$ cat src/rtl/multicycle_controller.sv
// Multi-cycle control unit: FETCH/DECODE/EXEC/MEM/WB sequencer with
// req/ack memory handshakes, combinational field decode, one-cycle
// write strobes in WB, wait-timeout error trap and a retired counter.
module multicycle_controller #(
    parameter int OP_W     = 6,
    parameter int FN_W     = 6,
    parameter int WAIT_MAX = 255,
    parameter int CNT_W    = 32
) (
    input  logic             clk,
    input  logic             rst,
    input  logic [OP_W-1:0]  opecode,
    input  logic [FN_W-1:0]  funct,
    input  logic             imem_ack,
    input  logic             dmem_ack,
    output logic             imem_req,
    output logic             dmem_req,
    output logic             dmem_we,
    output logic [5:0]       alu_func,
    output logic             reorim,
    output logic [1:0]       cp_type,
    output logic             write_reg,
    output logic             write_pc,
    output logic             write_lr,
    output logic             err,
    output logic [CNT_W-1:0] retired
);

    // Wait counter only has to reach WAIT_MAX-1.
    localparam int WC_W = (WAIT_MAX > 1) ? $clog2(WAIT_MAX) : 1;
    localparam logic [WC_W-1:0] WAIT_LAST = WC_W'(WAIT_MAX - 1);

    localparam logic [OP_W-1:0] OP_RTYPE = OP_W'(6'b000000);
    localparam logic [OP_W-1:0] OP_J     = OP_W'(6'b000010);
    localparam logic [OP_W-1:0] OP_JAL   = OP_W'(6'b000011);
    localparam logic [OP_W-1:0] OP_BEQ   = OP_W'(6'b000100);
    localparam logic [OP_W-1:0] OP_BNE   = OP_W'(6'b000101);
    localparam logic [OP_W-1:0] OP_ADDI  = OP_W'(6'b001000);
    localparam logic [OP_W-1:0] OP_SLTI  = OP_W'(6'b001010);
    localparam logic [OP_W-1:0] OP_ANDI  = OP_W'(6'b001100);
    localparam logic [OP_W-1:0] OP_ORI   = OP_W'(6'b001101);
    localparam logic [OP_W-1:0] OP_LW    = OP_W'(6'b100011);
    localparam logic [OP_W-1:0] OP_SW    = OP_W'(6'b101011);
    localparam logic [OP_W-1:0] OP_JREG  = OP_W'(6'b111111);
    localparam logic [FN_W-1:0] FN_JR    = FN_W'(6'b001000);

    typedef enum logic [2:0] {
        S_FETCH,
        S_DECODE,
        S_EXEC,
        S_MEM,
        S_WB,
        S_ERR
    } state_t;

    state_t          state;
    logic [OP_W-1:0] op_q;
    logic [FN_W-1:0] fn_q;
    logic [WC_W-1:0] wait_cnt;

    logic is_wr;
    logic is_mem;
    logic is_store;
    logic is_link;

    // Field decode from the latched instruction; also yields WB/MEM class bits.
    always_comb begin
        alu_func = '0;
        reorim   = 1'b0;
        cp_type  = 2'b00;
        is_wr    = 1'b0;
        is_mem   = 1'b0;
        is_store = 1'b0;
        is_link  = 1'b0;
        case (op_q)
            OP_RTYPE: begin
                alu_func = 6'(fn_q);
                if (fn_q == FN_JR) cp_type = 2'b01;
                else               is_wr   = 1'b1;
            end
            OP_ADDI: begin
                alu_func = 6'b100000;
                reorim   = 1'b1;
                is_wr    = 1'b1;
            end
            OP_ANDI: begin
                alu_func = 6'b100100;
                reorim   = 1'b1;
                is_wr    = 1'b1;
            end
            OP_ORI: begin
                alu_func = 6'b100101;
                reorim   = 1'b1;
                is_wr    = 1'b1;
            end
            OP_SLTI: begin
                alu_func = 6'b101010;
                reorim   = 1'b1;
                is_wr    = 1'b1;
            end
            OP_BEQ, OP_BNE: begin
                alu_func = 6'b100010;
                reorim   = 1'b1;
                cp_type  = 2'b11;
            end
            OP_LW: begin
                alu_func = 6'b100000;
                reorim   = 1'b1;
                is_wr    = 1'b1;
                is_mem   = 1'b1;
            end
            OP_SW: begin
                alu_func = 6'b100000;
                reorim   = 1'b1;
                is_mem   = 1'b1;
                is_store = 1'b1;
            end
            OP_J:    cp_type = 2'b10;
            OP_JAL: begin
                cp_type = 2'b10;
                is_link = 1'b1;
            end
            OP_JREG: cp_type = 2'b01;
            default: ;
        endcase
    end

    // Sequencer; outputs are registered against the state being entered.
    always_ff @(posedge clk) begin
        if (rst) begin
            state     <= S_FETCH;
            op_q      <= '0;
            fn_q      <= '0;
            wait_cnt  <= '0;
            retired   <= '0;
            err       <= 1'b0;
            imem_req  <= 1'b1;
            dmem_req  <= 1'b0;
            dmem_we   <= 1'b0;
            write_reg <= 1'b0;
            write_pc  <= 1'b0;
            write_lr  <= 1'b0;
        end else begin
            write_reg <= 1'b0;
            write_pc  <= 1'b0;
            write_lr  <= 1'b0;
            case (state)
                S_FETCH: begin
                    if (imem_ack) begin
                        op_q     <= opecode;
                        fn_q     <= funct;
                        wait_cnt <= '0;
                        imem_req <= 1'b0;
                        state    <= S_DECODE;
                    end else if (wait_cnt == WAIT_LAST) begin
                        imem_req <= 1'b0;
                        err      <= 1'b1;
                        state    <= S_ERR;
                    end else begin
                        wait_cnt <= wait_cnt + 1'b1;
                    end
                end
                S_DECODE: state <= S_EXEC;
                S_EXEC: begin
                    if (is_mem) begin
                        wait_cnt <= '0;
                        dmem_req <= 1'b1;
                        dmem_we  <= is_store;
                        state    <= S_MEM;
                    end else begin
                        write_pc  <= 1'b1;
                        write_reg <= is_wr;
                        write_lr  <= is_link;
                        state     <= S_WB;
                    end
                end
                S_MEM: begin
                    if (dmem_ack) begin
                        dmem_req  <= 1'b0;
                        dmem_we   <= 1'b0;
                        write_pc  <= 1'b1;
                        write_reg <= is_wr;
                        write_lr  <= is_link;
                        state     <= S_WB;
                    end else if (wait_cnt == WAIT_LAST) begin
                        dmem_req <= 1'b0;
                        dmem_we  <= 1'b0;
                        err      <= 1'b1;
                        state    <= S_ERR;
                    end else begin
                        wait_cnt <= wait_cnt + 1'b1;
                    end
                end
                S_WB: begin
                    retired  <= retired + 1'b1;
                    wait_cnt <= '0;
                    imem_req <= 1'b1;
                    state    <= S_FETCH;
                end
                S_ERR: ;
                default: begin
                    imem_req <= 1'b0;
                    dmem_req <= 1'b0;
                    dmem_we  <= 1'b0;
                    err      <= 1'b1;
                    state    <= S_ERR;
                end
            endcase
        end
    end

endmodule

$ cat config.mk
export PLATFORM = sky130hd
export DESIGN_NAME = multicycle_controller
export DESIGN_NICKNAME = d
export VERILOG_FILES = /design/src/rtl/multicycle_controller.sv
export SDC_FILE = /design/constraint.sdc
export NUM_CORES = 1
export LEC_CHECK = 0
export ABC_AREA = 1
export CAP_MARGIN = 20
export CORE_MARGIN = 3
export CORE_UTILIZATION = 35
export CTS_BUF_LIST = sky130_fd_sc_hd__clkbuf_2
export DETAILED_ROUTE_END_ITERATION = 10
export GPL_TIMING_DRIVEN = 0
export PLACE_DENSITY = 0.63
export SLEW_MARGIN = 20
export SYNTH_ARGS = -nofsm -noshare
export SYNTH_HDL_FRONTEND = slang
export SYNTH_SLANG_ARGS = --single-unit
$ cat constraint.sdc
create_clock -name clk -period 3 [get_ports clk]
set_input_delay 0.9 -clock clk [delete_from_list [all_inputs] [get_ports clk]]
set_output_delay 0.9 -clock clk [all_outputs]
set_load 0.02 [all_outputs]
* Word-level counts from Yosys, hierarchy flattened
Index checks and enable logic that the tools add are counted.
** Storage, ports and cells
- Register bits after elaboration :: 62
- Input port bits :: 16
- Output and inout port bits :: 48
** Cells by class
- Add/sub/neg operators :: 2
- Equal/unequal tests :: 23
- Multiplexer cells :: 40
- Bitwise logic cells :: 3
- Reductions and logical operators :: 17
** Operators by type and width (count)
- $pmux 6 s6 :: 1
- $add 32x1->32 const B :: 1
- $mux 8 :: 4
- $pmux 8 s4 :: 1
- $eq 6x4->1 const B :: 5
- $mux 1 :: 20
- $eq 6x6->1 const B :: 3
- $pmux 3 s6 :: 1
- $eq 6x2->1 const B :: 2
- $eq 6x3->1 const B :: 2
- $mux 3 :: 4
- $pmux 1 s3 :: 4
- $reduce_or 4->1 :: 3
- $reduce_and 3->1 :: 3
- $add 8x1->8 const B :: 1
- $eq 8x8->1 const B :: 1
- $pmux 1 s2 :: 4
- $pmux 2 s4 :: 1
- $reduce_or 8->1 :: 1
- $eq 3x2->1 const B :: 2
- $eq 3x3->1 const B :: 2
- $logic_not 6->1 :: 1
- $ne 2x2->1 const B :: 3
- $ne 3x3->1 const B :: 2
- other kinds (8) :: 13

* Longest topological paths before layout
- Depth in word-level cells :: 5
- Mapped depth :: 10
- Depth with buffers taken out :: 10

* Least setup slack after synthesis
Ideal clock, no wire load.
- Path type :: register to output
- Start point :: register op_q[5]
- End point :: output port alu_func[0]
- Arrival :: 1.314 ns
- Required time :: 2.100 ns
- Path slack :: 0.786 ns
- Cell stages (with the launch flop) :: 6
- Buffers on the path :: 0
- Cell sequence :: dfxtp_1 -> nor2_1 -> nand3_1 -> nor2_1 -> inv_1 -> o21ai_0
** Between the ends
- Word-level cells in the longest chain between the ends :: 3
- Elaborated cells between the ends (all ways) :: 12
- Those cells by class :: eq/ne (8); mux (1); reduce/logical (3)
** RTL lines
- start: declaration :: line 57 : logic [OP_W-1:0] op_q;
- start signal: assignment :: line 150 : op_q <= opecode;
- $eq 6x6->1, or another cell as far along :: line 75 : case (op_q)
- $reduce_or 3->1 (no line) or $reduce_or 2->1 (tied branches)
- $pmux 6 s6 (*) :: line 75
- end: declaration :: line 19 : output logic [5:0] alu_func,
Mark *: on every way between the ends. The rest lies on a longest branch, timed or not.

* Worst setup path in the final report
- Start point :: register op_q[5]
- End point :: output port alu_func[2]
The elaborated chain is that of the path after synthesis.

==> key figures <==
STA
  • Worst clock skew: 24.5 ps
  • Final-report hold violation count: 0
  • Fmax: 360 MHz
  • RSZ-0062 raised after global routing: false
  • Period utilization: 92.6%
  • Final setup vio count: 0
  • Setup_tns: 0 ps
  • Shortest period the worst path allows: 2780 ps
  • Worst slew margin: 54.9%
  • Slew of the pin with the lowest slew margin: 677 ps
  • Pins Over Slew Limit: 0

Hold path
  • Hold Path Class: reg -> reg

Yosys
  • Top cells by area, synth: dfxtp_1 38%, nand2_1 13%, nor2_1 9.2%
  • Seq/Total Area, Yosys: 37.6%
  • YS warnings: 0
  • Synthesized area: 3300 µm²
  • Syn nets: 519
  • Distinct cells, synth: 38
  • Avg Inst Size Synth: 6.61 µm²
  • Post-Syn Instances: 500
  • Share of the synthesized area in the top cell type: 37.6%
  • Leading area contributor after synthesis: dfxtp_1
  • Yosys reg bits: 62

Setup path
  • Critical Path RT: 2100 ps
  • CP startpoint kind: flop
  • Delay-heaviest family, CP: buffers and inverters
  • Critical Path AT: 1880 ps
  • Crit path cell chain: nor2_2 -> nand3_1 -> nor2_1 -> inv_1 -> o22ai_1 -> clkdlybuf4s15_1
  • Buffers and inverters on the worst path: 2
  • CP max stage delay: 390 ps
  • Crit Path Class: reg -> out
  • Slowest CP cell: dfxtp_1
  • Critical Path Fanout Max: 7
  • Flop-to-flop setup slack: 1270 ps
  • CP endpoint kind: output pin

Job
  • Max Cap Viol: 0

Final layout
  • Largest reg by FF count: retired
  • Fin cells: 685
  • Area Growth Syn to Fin: 25.2%
  • Fin nets: 592
  • Layout cells sized above 1: 8.49%
  • Final core occ: 46.3%
  • Number of flip-flops under the largest register name: 32
  • Biggest regs: retired: 32 flops, wait_cnt: 8 flops
  • N_diodes: 0

Clock tree
  • CTS H-tree lvls: 3
  • CTS clk-pin slew, worst paths: 190 ps
  • CTS Buf Count: 9
  • Clk sinks: 62
  • CTS tree: yes
  • Clk buf depth: 2
  • Post-CTS setup buffers: 0
  • Root Buffer: clkbuf_2
  • Clk_lat worst skew: 470 ps

Power and ir drop
  • Static leakage: 1.62 nW
  • Maximum vdd drop: 0.200 mV
  • PwrDens: 479 nW/µm²

Placement
  • RD Place Congestion: 0.903
  • DP Cell Count: 670
  • Final HPWL DP: 6680 µm
  • Port-buffer cells: 62

Die
  • Row count: 34
  • Die area: 10,600 µm²
  • Starting Density: 37.0%
  • DIE HEIGHT: 103 µm
  • Die X: 103 µm
  • I/O pin count: 64
  • Core ar.: 8930 µm²

GRT
  • Number of global-route vias before repair: 3,223
  • Largest net degree at the start of global routing: 11
  • Total grt overflow: 0
  • Initial antenna violation count: 0
  • Overall Global Routing Usage: 18.0%
  • First-pass GRT wire length: 15,100 µm

Route
  • Wire per inst: 13.0 µm
  • Via density: 5.00
  • Routed Antenna Nets: 0
  • 1st-iter DRT viols: 159
  • Via count: 3,422
  • Routed WL: 8880 µm
  • DRT Pass-1 Iters: 4
  • Post-route DRC: 0

Status
  • Status: complete, no violations
-- layout by cell type, fill, tap and decap left out, drive strengths merged --
cell | Yosys | layout
buf | 5 | 5
clkinvlp | 0 | 1
o31ai | 1 | 1
nand3 | 31 | 31
nor3b | 1 | 1
o211ai | 1 | 1
or2 | 2 | 2
o221ai | 1 | 1
o21bai | 2 | 2
nor2 | 93 | 93
nand3b | 2 | 2
o21ai | 30 | 30
a21oi | 39 | 39
clkbuf | 5 | 18
a211oi | 2 | 2
o22ai | 1 | 1
a31oi | 1 | 1
bufinv | 0 | 1
nand2 | 119 | 119
ha | 3 | 3
clkinv | 2 | 6
nand4 | 20 | 20
nor3 | 9 | 9
dfxtp | 62 | 62
dlygate4sd2 | 0 | 3
xnor2 | 2 | 2
clkdlybuf4s50 | 0 | 53
inv | 62 | 62
o21a | 1 | 1
clkdlybuf4s15 | 0 | 2
xor2 | 3 | 3
-- worst min-delay path, cell delays in order (launching register included) --
cell and delay, ps:
dfxtp_1 350, inv_1 40, a21oi_1 50
-- cells by family (layout without fill, tap and decap cells) --
| logic type | count (synthesis) | in the layout | share of synthesized area [%] |
|---|---|---|---|
| flip-flops | 62 | 62 | 37.6 |
| XOR/XNOR | 5 | 5 | 1.33 |
| AND/OR/NAND/NOR | 277 | 277 | 38.5 |
| buffers and inverters | 74 | 151 | 8.78 |
| AO/OA/AOI/OAI | 79 | 79 | 12.7 |
| adder cells (fa/ha/maj) | 3 | 3 | 1.14 |
-- what timing repair did --
| action | 4_1_cts | 5_1_grt |
|---|---|---|
| hold buffers | 0 | 0 |
| endpoints found under the setup margin | 9 | 8 |
| gates resized for setup | 9 | 14 |
-- worst paths after layout --
kind	start	endpoint	cells past startpoint
hold reg to reg	err	err	2
setup reg to reg	retired[0]	retired[24]	8
hold / removal	err	err	2
setup / recovery	op_q[5]	alu_func[2]	6
-- layout make-up --
| type | count | area [µm²] |
|---|---|---|
| buffer | 10 | 50.0 |
| sequential | 62 | 1240 |
| multi-input combinational | 364 | 1780 |
| clock inverter | 6 | 53.8 |
| clock buffer | 9 | 45.0 |
| fill | 926 | 4800 |
| timing repair buffer | 62 | 597 |
| inverter | 64 | 240 |
| tap | 108 | 135 |
-- where the power goes --
group / internal [mW] / switching [mW] / total (mW) / leakage [nW]
clock: 0.179 / 0.310 / 0.489 / 0.0603
sequential: 0.887 / 0.0519 / 0.939 / 0.503
combinational: 0.197 / 0.356 / 0.553 / 1.06
-- cell usage after synthesis, drive strengths merged --
cell,number
o221ai,1
nand3,31
xnor2,2
nor3b,1
o21bai,2
dfxtp,62
nor3,9
clkbuf,5
o22ai,1
nor2,93
nand3b,2
o21a,1
xor2,3
a211oi,2
or2,2
ha,3
o211ai,1
o21ai,30
a31oi,1
nand4,20
inv,62
clkinv,2
buf,5
a21oi,39
nand2,119
o31ai,1
-- stage by stage --
stage / power [mW] / hold slack [ps] / setup WS (ps) / cell area, µm²
after floorplan: 1.33 / 439 / 786 / 3300
after global placement: 1.52 / 446 / 374 / 4060
after detailed placement: 1.53 / 441 / 344 / 4060
after CTS: 2.00 / 465 / 77.8 / 4150
after global routing: 2.11 / 492 / 4.43 / 4140
final: 1.98 / 460 / 221 / 4140
-- routing by layer --
metal / part of all wire [%] / track usage (%) / wire (µm)
met4: 1.0 / 4.88 / 90
met1: 47 / 23.8 / 4170
met3: 5.6 / 3.99 / 497
met2: 46 / 29.5 / 4120
met5: 0 / 0 / 0
Power figures use the tool's default switching activity.
==> RTL edit 1 (same flow settings) <==
Reset style: asynchronous (`rst`), changed in one clocked block.
--- a/src/rtl/multicycle_controller.sv
+++ b/src/rtl/multicycle_controller.sv
@@ -127,5 +127,5 @@
 
     // Sequencer; outputs are registered against the state being entered.
-    always_ff @(posedge clk) begin
+    always_ff @(posedge clk or posedge rst) begin
         if (rst) begin
             state     <= S_FETCH;
Function: differs if rst is asserted again (counterexample within 4 cycles, from zero or initial values and one cycle with rst high); with rst held inactive, the same outputs for 10 cycles.
==> RTL edit 1 against the unedited design <==
Sequential share of layout area increased by 4.1 points; worst setup slack worse by 0.041 ns; register-to-register slack improved by 0.02 ns; fmax shrank 1.5%; sequential cell count did not move; power is 39% higher; design area rose by 10%; area after synthesis increased by 9.0%; routed wire length is 2.1% higher; critical path type unchanged; critical endpoint is now cp_type[0]; largest cell class unchanged; highest routed layer unchanged.
==> RTL edit 1: results <==
critical_path:
  reg2reg_depth: 9
  arrival_ns: 1.92
  reg2reg_to: "dmem_req"
  path_max_fanout: 6
  reg2reg_slack_ns: 1.29
  worstReg2RegStart: "wait_cnt[0]"
clock_tree:
  clk_pin_slew_ns: 0.18
  holdBufCountCts: 0
  h-tree-depth: 3
  cts_buffers: 9
  cts_root_buf: "clkbuf_2"
  clk-insertion-delay-late_ns: 0.50
  max-clock-path-buffers: 2
synthesis:
  synth_commonest_cells: "nand2_1, nor2_1, inv_1"
  netlist_top_cells_area: "dfrtp_1, nand2_1, nor2_1"
  post_synth.cell_area_avg_sq_um: 7.173
  syn-num-nets: 521
  synth_cell_types: 32
  yosys_warnings: 0
  synthArstFlopShare: 1.000
  synth_ff_type: "dfrtp_1"
  seq_area_frac_synth: 0.4312
final_layout:
  layout-drive-gt1-share: 0.1179
  fin_nets: 599
  reg_top3: "retired: 32 flops, wait_cnt: 8 flops"
  fillers: 1028
  utilization: 0.4609
  n_antenna_cell: 0
run_status:
  status: "finished, final reports clean"
min_path:
  worstHoldStart: "imem_req"
  holdPathStages: 2
  hold_class: "flip-flop to flip-flop"
  min_to: "imem_req"
routing:
  dr.pass1.iters: 4
  wl_per_cell_microns: 12.63
  drtIter0Drc: 113
  drt_wl_total_microns: 9066
  viasPerCell: 4.797
global_route:
  grt_pass1_wl_microns: 15220
  grt_start_max_net_pins: 40
  track_usage: 0.1637
  grt_pass1_vias: 3340
  antenna_found_initial: 0
timing:
  slew_headroom: 0.6957
  finClkSkew_ns: 0.02738
  whs_ns: 0.4867
place:
  numPortBuffers: 63
  postPlaceCellArea_sq_um: 4420
  gp_congestion: 0.8712
  dp_hpwl_microns: 6944
  pre_cts_ws_ns: -0.002366
  dpl.cell_count: 699
pwr:
  peakVddDrop_uv: 306.1
  power.internal_mw: 1.585
  power.leakage_nw: 2.149
[RTL edit 1: changes by cell type after synthesis, moves of 19 or more]
cell     delta
a21oi_1    -29
dfxtp_1    -62
dfrtp_1    +61
o21ai_0    -19
nand2_1    +51
[RTL edit 1: how the worst max path moves through the flow]
stage	startpoint	endpoint	slack [ns]	depth (start not counted)
3_3_place_gp	rst	retired[10]	-0.64	2
3_5_place_dp	op_q[5]	cp_type[0]	-0.002	6
2_1_floorplan	op_q[4]	alu_func[0]	0.55	5
6_report	op_q[4]	cp_type[0]	0.18	6
4_1_cts	op_q[3]	alu_func[0]	0.004	6
5_1_grt	op_q[5]	cp_type[0]	-0.01	6
[RTL edit 1: layer usage]
metal  global-route usage  part of all wire
met1               0.2029              0.45
met2               0.2811              0.48
met3              0.04499             0.055
met4              0.04328             0.013
met5                    0                 0
[RTL edit 1: cell type report]
type | count | area share
Tap cell | 133 | 0.03644
Timing Repair Buffer | 67 | 0.1414
Clock inverter | 7 | 0.01644
Inverter | 64 | 0.05315
Multi-Input combinational cell | 371 | 0.3953
Clock buffer | 9 | 0.009863
Sequential cell | 62 | 0.3405
Buffer | 5 | 0.006849
[RTL edit 1: logic make-up after synthesis]
group / share of synthesized area
adders and majority gates: 0.01043
DFF: 0.4312
muxes: 0.006254
and+or+nand+nor: 0.3888
buffers and inverters: 0.07540
xor gates and xnor gates: 0.03648
AOI/OAI and AO/OA: 0.05143
[RTL edit 1: what timing repair did]
action,4_1_cts,5_1_grt
buffers inserted,1,2
pin swaps,0,1
resized for setup,30,16
setup endpoints to repair,9,8
[RTL edit 1: worst max-delay path, stage by stage (launching register included)]
cell,delay (ns)
dfrtp_1,0.48
nor2_4,0.17
nand2_2,0.12
nor3_4,0.17
inv_2,0.09
o211ai_1,0.23
buf_4,0.18
[RTL edit 1: power by group through the flow]
stage | combinational, mW | sequential, mW | clock (mW)
3_5_place_dp | 1.03 | 1.16 | 0
6_report | 1.06 | 1.15 | 0.542
2_1_floorplan | 0.650 | 1.18 | 0
4_1_cts | 1.04 | 1.15 | 0.559
5_1_grt | 1.18 | 1.18 | 0.600
3_3_place_gp | 1.01 | 1.15 | 0
==> RTL edit 2 (same settings) <==
Made on the original files. `WAIT_MAX`: 255 -> 510.
--- a/src/rtl/multicycle_controller.sv
+++ b/src/rtl/multicycle_controller.sv
@@ -5,5 +5,5 @@
     parameter int OP_W     = 6,
     parameter int FN_W     = 6,
-    parameter int WAIT_MAX = 255,
+    parameter int WAIT_MAX = 510,
     parameter int CNT_W    = 32
 ) (
Formal check against the unedited RTL: same outputs for any inputs over 4 cycles, from zero or initial values and one cycle with rst high; that may be too few to reach the edited logic, so the function may still have changed.
==> RTL edit 2 against the unedited design <==
Highest routed layer unchanged; critical path depth rose by 2; clock skew fell by 0.0018 ns; non-clock buffer count did not move; critical path type unchanged; routed wire length rose by 1.7%; worst setup slack got worse by 0.14 ns; die area rose by 2.5%; synthesized cell count rose by 5.2%; cell count rose by 6.9%; area after synthesis rose by 2.7%; sequential cell count rose by 1; design area rose by 3.7%; core utilization fell by 0.29 points; power fell by 11%.
==> RTL edit 2: results <==
run_status:
  status: "finished, final reports clean"
routing:
  wl_per_cell_microns: 12.33
  drt_wl_total_microns: 9029
  viasPerCell: 4.818
  routed-wl-met3_microns: 473
  dr.pass1.iters: 5
  drtIter0Drc: 120
  wl_met1_microns: 4165
  route.met2.wl_microns: 4271
  top_layer: "met4"
synthesis:
  post_synth.cell_area_avg_sq_um: 6.449
  synth_fa_ha_area_frac: 0.01107
  synth_ff_type: "dfxtp_1"
  synth_cell_types: 34
  yosys_warnings: 0
  synthArstFlopShare: 0
  yosys.area_share.xor_xnor: 0.007746
  synth_commonest_cells: "nand2_1, inv_1, nor2_1"
  seq_area_frac_synth: 0.3718
  syn-num-nets: 545
  synth_compound_area_frac: 0.1188
  netlist_top_cells_area: "dfxtp_1, nand2_1, inv_1"
clock_tree:
  clk_pin_slew_ns: 0.17
  cts_root_buf: "clkbuf_2"
  clk-insertion-delay-late_ns: 0.48
  h-tree-depth: 3
place:
  pre_cts_ws_ns: 0.1002
  postPlaceCellArea_sq_um: 4174
  gp_congestion: 0.8562
  numPortBuffers: 62
  dp_hpwl_microns: 6806
  dpl.cell_count: 717
global_route:
  track_usage: 0.1668
  grt_start_max_net_pins: 11
  grt_pass1_wl_microns: 15100
  grt_pass1_vias: 3323
timing:
  slew_headroom: 0.6163
  finClkSkew_ns: 0.02262
pwr:
  power.leakage_nw: 1.795
  swShare: 0.3220
  peakVddDrop_uv: 180.5
critical_path:
  cp_slowest_cell: "dfxtp_1"
  cp_top_family: "simple AND/OR/NAND/NOR gates"
  arrival_ns: 2.01
  max_stage_delay_ns: 0.43
  path_max_fanout: 4
final_layout:
  layout-drive-gt1-share: 0.06965
  reg_top3: "retired: 32 flops, wait_cnt: 9 flops"
  fin_nets: 618
==> RTL edit 2: area by class of cell <==
cell class	count	area, sq um
well taps	129	161.4
flip-flops and latches	63	1262
fillers	997	5035
inverters	92	345.3
repair buffers	62	618.1
plain buffers	10	42.54
clock inverters	5	50.05
multi-input cells	361	1763
clock buffers	10	50.05
==> RTL edit 2: what timing repair did <==
action / 4_1_cts / 5_1_grt
gates resized for setup: 24 / 10
hold buffers: 0 / 0
pin swaps: 0 / 0
endpoints found under the setup margin: 8 / 8
==> RTL edit 2: logic make-up (layout without fill, tap and decap cells) <==
logic type	Yosys count	in the layout
DFF	63	63
AOI/OAI and AO/OA	76	76
adders and majority gates	3	3
buffers and inverters	102	179
xor gates and xnor gates	3	3
and+or+nand+nor	279	279
==> RTL edit 2: path summary, 6_finish.rpt <==
| path | from | to | slack (ns) | cells after the start |
|---|---|---|---|---|
| min | err | err | 0.47 | 2 |
| min reg2reg | err | err | 0.47 | 2 |
| max | op_q[3] | alu_func[5] | 0.09 | 8 |
| max reg2reg | state[0] | retired[23] | 1.28 | 6 |
==> RTL edit 2: tightest hold or removal path, stage by stage (launching register included) <==
cell	delay, ns
dfxtp_1	0.35
inv_1	0.05
a21oi_1	0.05
==> RTL edit 2: per-stage QoR <==
step | hold WS (ns) | util
global placement | 0.4468 | 0.4475
floorplan | 0.4390 | -
CTS | 0.4676 | 0.4593
finish | 0.4683 | 0.4602
global route | 0.4946 | 0.4602
detailed placement | 0.4460 | 0.4475
==> RTL edit 2: per-layer routing <==
metal,up-vias,track usage
met2,98,0.2768
met4,0,0.04748
met3,16,0.04593
li1,1836,-
met5,-,0
met1,1577,0.2114
==> RTL edit 2: power groups by stage <==
| stage | registers, mW | logic, mW | clock network [mW] |
|---|---|---|---|
| floorplan | 0.928 | 0.227 | 0 |
| global placement | 0.923 | 0.366 | 0 |
| detailed placement | 0.924 | 0.368 | 0 |
| CTS | 0.908 | 0.363 | 0.509 |
| global route | 0.916 | 0.412 | 0.539 |
| finish | 0.910 | 0.369 | 0.488 |
